===== src/rtl/clkgen_div.sv =====
// Programmable integer clock divider: clk_out has period cur_div clk cycles (high ceil(N/2), low floor(N/2)).
// Optional rising-edge counter output edge_cnt is enabled by defining CLKGEN_EDGE_CNT_EN.
module clkgen_div #(
  parameter int unsigned DIV_W   = 16,
  parameter int unsigned DIV_DEF = 4
) (
  input  logic             clk,
  input  logic             rst,
  input  logic             en,
  input  logic [DIV_W-1:0] cfg_div,
  input  logic             cfg_valid,
  output logic             cfg_ready,
  output logic             clk_out,
  output logic             rise_pulse,
  output logic             running,
  output logic [DIV_W-1:0] cur_div
`ifdef CLKGEN_EDGE_CNT_EN
  ,
  output logic [31:0]      edge_cnt
`endif
);

  localparam logic [DIV_W-1:0] DIV_RST = (DIV_DEF < 2) ? DIV_W'(2) : DIV_W'(DIV_DEF);

  typedef enum logic [1:0] {IDLE, HIGH, LOW} state_t;

  state_t           state_q, state_d;
  logic [DIV_W-1:0] cnt_q, cnt_d;
  logic             clk_out_q, clk_out_d;
  logic             rise_q, rise_d;
  logic             running_q, running_d;
  logic             cfg_ready_q, cfg_ready_d;
  logic [DIV_W-1:0] pend_q, pend_d;
  logic             pend_vld_q, pend_vld_d;
  logic [DIV_W-1:0] cur_div_q, cur_div_d;
  logic             apply;
  logic [DIV_W:0]   div_p1;
  logic [DIV_W-1:0] hi_len, lo_len;

  // Widen before the +1 so the maximum ratio does not overflow.
  assign div_p1 = {1'b0, cur_div_q} + {{DIV_W{1'b0}}, 1'b1};
  assign hi_len = div_p1[DIV_W:1];
  assign lo_len = {1'b0, cur_div_q[DIV_W-1:1]};

  always_comb begin
    state_d     = state_q;
    cnt_d       = cnt_q;
    clk_out_d   = clk_out_q;
    rise_d      = 1'b0;
    running_d   = running_q;
    cfg_ready_d = cfg_ready_q;
    pend_d      = pend_q;
    pend_vld_d  = pend_vld_q;
    cur_div_d   = cur_div_q;
    apply       = 1'b0;

    case (state_q)
      IDLE: begin
        clk_out_d = 1'b0;
        running_d = 1'b0;
        cnt_d     = '0;
        apply     = pend_vld_q;
        if (en) begin
          state_d   = HIGH;
          clk_out_d = 1'b1;
          rise_d    = 1'b1;
          running_d = 1'b1;
          cnt_d     = DIV_W'(1);
        end
      end
      HIGH: begin
        if (cnt_q == hi_len) begin
          state_d   = LOW;
          clk_out_d = 1'b0;
          cnt_d     = DIV_W'(1);
        end else begin
          cnt_d = cnt_q + DIV_W'(1);
        end
      end
      LOW: begin
        if (cnt_q == lo_len) begin
          apply = pend_vld_q;
          if (en) begin
            state_d   = HIGH;
            clk_out_d = 1'b1;
            rise_d    = 1'b1;
            cnt_d     = DIV_W'(1);
          end else begin
            state_d   = IDLE;
            running_d = 1'b0;
            cnt_d     = '0;
          end
        end else begin
          cnt_d = cnt_q + DIV_W'(1);
        end
      end
      default: begin
        state_d   = IDLE;
        clk_out_d = 1'b0;
        running_d = 1'b0;
        cnt_d     = '0;
      end
    endcase

    if (apply) begin
      cur_div_d   = pend_q;
      pend_vld_d  = 1'b0;
      cfg_ready_d = 1'b1;
    end

    // Capture can never coincide with apply: apply needs pending set, which holds ready low.
    if (cfg_valid && cfg_ready_q) begin
      pend_d      = (cfg_div < DIV_W'(2)) ? DIV_W'(2) : cfg_div;
      pend_vld_d  = 1'b1;
      cfg_ready_d = 1'b0;
    end
  end

  always_ff @(posedge clk) begin
    if (rst) begin
      state_q     <= IDLE;
      cnt_q       <= '0;
      clk_out_q   <= 1'b0;
      rise_q      <= 1'b0;
      running_q   <= 1'b0;
      cfg_ready_q <= 1'b1;
      pend_q      <= '0;
      pend_vld_q  <= 1'b0;
      cur_div_q   <= DIV_RST;
    end else begin
      state_q     <= state_d;
      cnt_q       <= cnt_d;
      clk_out_q   <= clk_out_d;
      rise_q      <= rise_d;
      running_q   <= running_d;
      cfg_ready_q <= cfg_ready_d;
      pend_q      <= pend_d;
      pend_vld_q  <= pend_vld_d;
      cur_div_q   <= cur_div_d;
    end
  end

  assign cfg_ready  = cfg_ready_q;
  assign clk_out    = clk_out_q;
  assign rise_pulse = rise_q;
  assign running    = running_q;
  assign cur_div    = cur_div_q;

`ifdef CLKGEN_EDGE_CNT_EN
  logic [31:0] edge_cnt_q, edge_cnt_d;

  always_comb begin
    edge_cnt_d = edge_cnt_q;
    if (rise_d) edge_cnt_d = edge_cnt_q + 32'd1;
  end

  always_ff @(posedge clk) begin
    if (rst) edge_cnt_q <= '0;
    else     edge_cnt_q <= edge_cnt_d;
  end

  assign edge_cnt = edge_cnt_q;
`endif

endmodule

===== config.mk =====
export PLATFORM = sky130hd
export DESIGN_NAME = clkgen_div
export DESIGN_NICKNAME = d
export VERILOG_FILES = /design/src/rtl/clkgen_div.sv
export SDC_FILE = /design/constraint.sdc
export NUM_CORES = 1
export LEC_CHECK = 0
export CAP_MARGIN = 10
export CORE_UTILIZATION = 27
export CTS_BUF_LIST = sky130_fd_sc_hd__clkbuf_4 sky130_fd_sc_hd__clkbuf_8 sky130_fd_sc_hd__clkbuf_16
export DETAILED_ROUTE_END_ITERATION = 8
export GPL_TIMING_DRIVEN = 0
export RECOVER_POWER = 100
export SYNTH_ARGS = -nofsm -noshare
export SYNTH_HDL_FRONTEND = slang
export SYNTH_SLANG_ARGS = --single-unit

===== constraint.sdc =====
create_clock -name clk -period 2.84 [get_ports clk]
set_clock_uncertainty 0.05 [all_clocks]
set_input_delay 0.568 -clock clk [delete_from_list [all_inputs] [get_ports clk]]
set_output_delay 0.568 -clock clk [all_outputs]
set_load 0.05 [all_outputs]

==> qor.tcl <==
set qor(floorplan.initialDensity_pct) 27.8
set qor(drt-met1-wl_mm) 3.29
set qor(critical-path-slowest-cell) {sky130_fd_sc_hd__or4b_4}
set qor(syn-cell-area_sq_um) 2870
set qor(number_of_buffer_cells_added_on_primary_ports) 38
set qor(cts-buffers-inserted) 5
set qor(slew_viol_final) 0
set qor(synth_enable_flop_cells) 0
set qor(synth_area_leaders) {sky130_fd_sc_hd__dfxtp_1 (38%), sky130_fd_sc_hd__xnor2_1 (6.1%), sky130_fd_sc_hd__a21oi_1 (5.8%)}
set qor(setup_repair_after_global_routing_missed_its_margin) {false}
set qor(final.min_clock_period_ns) 2.67
set qor(yosysWarningCount) 0
set qor(crit_fanout) 7
set qor(hold_ws_ns) 0.411
set qor(synth_ff_type) {sky130_fd_sc_hd__dfxtp_1}
set qor(synth_cell_types) 59
set qor(setup.worst_path.start_class) {flop}
set qor(yosys.area_share.adder_pct) 0.873
set qor(largest_stage_delay_worst_path_ns) 0.53
set qor(design.die.area_sq_um) 11000
set qor(detailedRoute.firstPassIterationCount) 4
set qor(power-per-cell-area_nw_per_um2) 446
set qor(worstPathRequired_ns) 3.00
set qor(cells_traversed_along_the_worst_timing_path) {ha_1, inv_1, a211o_1, a2111oi_2, or4b_4, or3_4, a32o_1}
set qor(grt_pass1_vias) 2557
set qor(cts.clk_slew.worst_paths_ns) 0.10
set qor(num-nets-final) 417
set qor(routed_wire_length_per_instance_um) 14.1
set qor(detailroute.wirelength.met3_um) 245
set qor(drt-total-wl_mm) 7.48
set qor(ctsRootBufferMaster) {sky130_fd_sc_hd__clkbuf_8}
set qor(topRoutingLayerUsed) {met4}
set qor(ctsLongestPathBuffers) 2
set qor(critical_path.endpoint_type) {flop}
set qor(post_synth.cell_area_avg_sq_um) 8.21
set qor(synth-async-reset-ratio_pct) 0
set qor(ir_drop_worst_vdd_mv) 0.169
set qor(setup.worst_path.class) {reg -> reg}
set qor(ys_ff_latch) 55
set qor(synthToLayoutAreaGrowth_pct) 22.8
set qor(fin_crit_sh_pct) 94.1
set qor(layout-drive-gt1-share_pct) 7.59
set qor(synthMuxAreaShare_pct) 0.349
set qor(grt_first_pass_wirelength_mm) 12.5
set qor(critical_path_arrival_ns) 2.84
set qor(number_of_antenna_violations_at_the_first_check_in_global_routing) 0
set qor(drc_errors) 0
set qor(detail_route.vias_per_cell) 5.04
set qor(final_antenna_net_count) 0
set qor(vias) 2677
set qor(pnr_worst_setup_slack_ns) 0.169
set qor(grt_start_max_net_pins) 18
set qor(fill_cells) 1097
set qor(yosys.area.top_type) {sky130_fd_sc_hd__dfxtp_1}
set qor(clkLatencyLatePin_ns) 0.32
set qor(hold_violations) 0
set qor(cts_num_sinks) 55
set qor(timing.max_cap.violations) 0
set qor(placement_rows) 37
set qor(place_congestion) 0.841
set qor(synthCells) 349
set qor(die_y_um) 105
set qor(p_leak_uw) 0.00119
set qor(synth-compound-area-share_pct) 17.0
set qor(hpwlAfterDp_mm) 5.77
set qor(core_sq_um) 10300
set qor(globalRouteTotalUtil_pct) 14.1
set qor(hold_path_class) {reg -> reg}
set qor(synth_simple_gate_area_share_pct) 26.6
set qor(synth_xor_area_share_pct) 11.8
set qor(actual_slew_at_the_worst_max_slew_pin_ns) 0.549
set qor(multi_input_area_sq_um) 1630
set qor(synth_top_family_by_area) {simple AND/OR/NAND/NOR gates}
set qor(fmax_ghz) 0.374
set qor(floorplan.io_pins) 40
set qor(drt_iter0_markers) 137
set qor(dp_worst_setup_slack_ns) -0.0496
set qor(result_of_the_run) {complete, no violations}
set qor(ctsHtreeMaxLevel) 2
set qor(netlist.area_leader.share_pct) 38.4
set qor(met2_wirelength_mm) 3.82
set qor(ff_latch_area_sq_um) 1110
set qor(synthesis.nets) 371
set qor(die_x_um) 105
set qor(setup_viol) 0
set qor(max_slew_headroom_pct) 63.4
set qor(clock_tree_from_tritoncts) {done}
set qor(grt_overflow) 0
set qor(antenna_cells_inserted) 0
set qor(yosysSeqAreaShare_pct) 38.4
[cells in the mapped netlist (all sizes together) (4+ instances only)]
library cell and instances:
dfxtp 55, nand2 41, a21oi 33, nand3 30, nor4 22, o21ai 20
xnor2 20, clkbuf 18, xor2 16, inv 9, nor2 9, buf 6
nand4 6, nor3 6, and3 5, nor2b 4, o211ai 4, or2 4
[what timing repair did]
action | in CTS | in global routing
hold buffers | 0 | 0
pin swaps | 0 | 1
buffers inserted | 0 | 2
gates resized for setup | 1 | 2
setup endpoints to repair | 10 | 19
[metrics by stage]
step | setup TNS (ns) | instance area, sq um | utilization (%) | instances | power [uW]
2_1_floorplan | 0 | 2870 | - | 349 | 1040
4_1_cts | 0 | 3500 | 33.9 | 529 | 1580
6_report | 0 | 3520 | 34.1 | 531 | 1570
3_5_place_dp | -0.407 | 3420 | 33.1 | 523 | 1140
3_3_place_gp | -0.199 | 3420 | 33.1 | 523 | 1140
5_1_grt | 0 | 3520 | 34.1 | 531 | 1640
[worst max-delay path, delay by kind of cell, from the launching register on]
kind,cells,cell delay [ns]
flops,1,0.41
fa+ha+maj,1,0.24
simple gates,2,0.95
buf+inv,1,0.08
compound gates,3,0.84
[cell usage in the layout, fill, tap and decap left out, drive strengths merged, types with 2 or more instances in the layout]
cell type and n:
a21boi 2, inv 10, nand4 6, nor2b 4, clkdlybuf4s50 16, nand2 41
xor2 16, o21ai 20, nor4b 2, nand3 30, or3 2, buf 6
nor4 22, nor3 6, and4 2, a22oi 2, clkbuf 24, and3 5
or2 4, nand3b 2, xnor2 20, o211ai 4, nor2 9, a21oi 33
a31oi 2, ha 2, dfxtp 55, dlygate4sd3 22, or4b 2
[logic make-up (layout without fill, tap and decap cells)]
logic type      Yosys count  count (layout)
flops                    55              55
fa+ha+maj                 2               2
xor+xnor                 37              37
compound gates           80              80
mux                       1               1
simple gates            141             141
buf+inv                  33              79
[power breakdown]
| group | switching [uW] | internal, uW |
|---|---|---|
| Sequential | 29.1 | 805 |
| Combinational | 182 | 109 |
| Clock | 271 | 174 |
| Total | 482 | 1090 |
[registers in the layout, summed over array words and instances (netlist names)]
| register | cells |
|---|---|
| rise_pulse | 1 |
| cfg_ready | 1 |
| state_q | 2 |
| clk_out | 1 |
| pend_q | 16 |
| cur_div | 16 |
| running | 1 |
| pend_vld_q | 1 |
| cnt_q | 16 |
[final cells by class]
| type | instances | share of cell area [%] |
|---|---|---|
| inverter | 9 | 0.960 |
| buffer | 23 | 2.88 |
| clock inverter | 2 | 0.498 |
| tap | 136 | 4.83 |
| timing repair buffer | 40 | 11.1 |
| clock buffer | 5 | 1.96 |
| multi-input combinational | 261 | 46.3 |
| sequential | 55 | 31.4 |
[worst paths after layout]
check / startpoint / end / slack (ns) / cells past startpoint
max: cur_div[1] / clk_out / 0.17 / 7
min: pend_q[7] / pend_q[7] / 0.41 / 2
max reg2reg: cur_div[1] / clk_out / 0.17 / 7
min reg2reg: pend_q[7] / pend_q[7] / 0.41 / 2
[per-layer routing]
layer,global-route usage [%],vias up
met3,2.06,11
met1,16.9,1256
met5,0,-
met4,4.33,0
li1,-,1353
met2,25.6,57
Power figures use the tool's default switching activity.
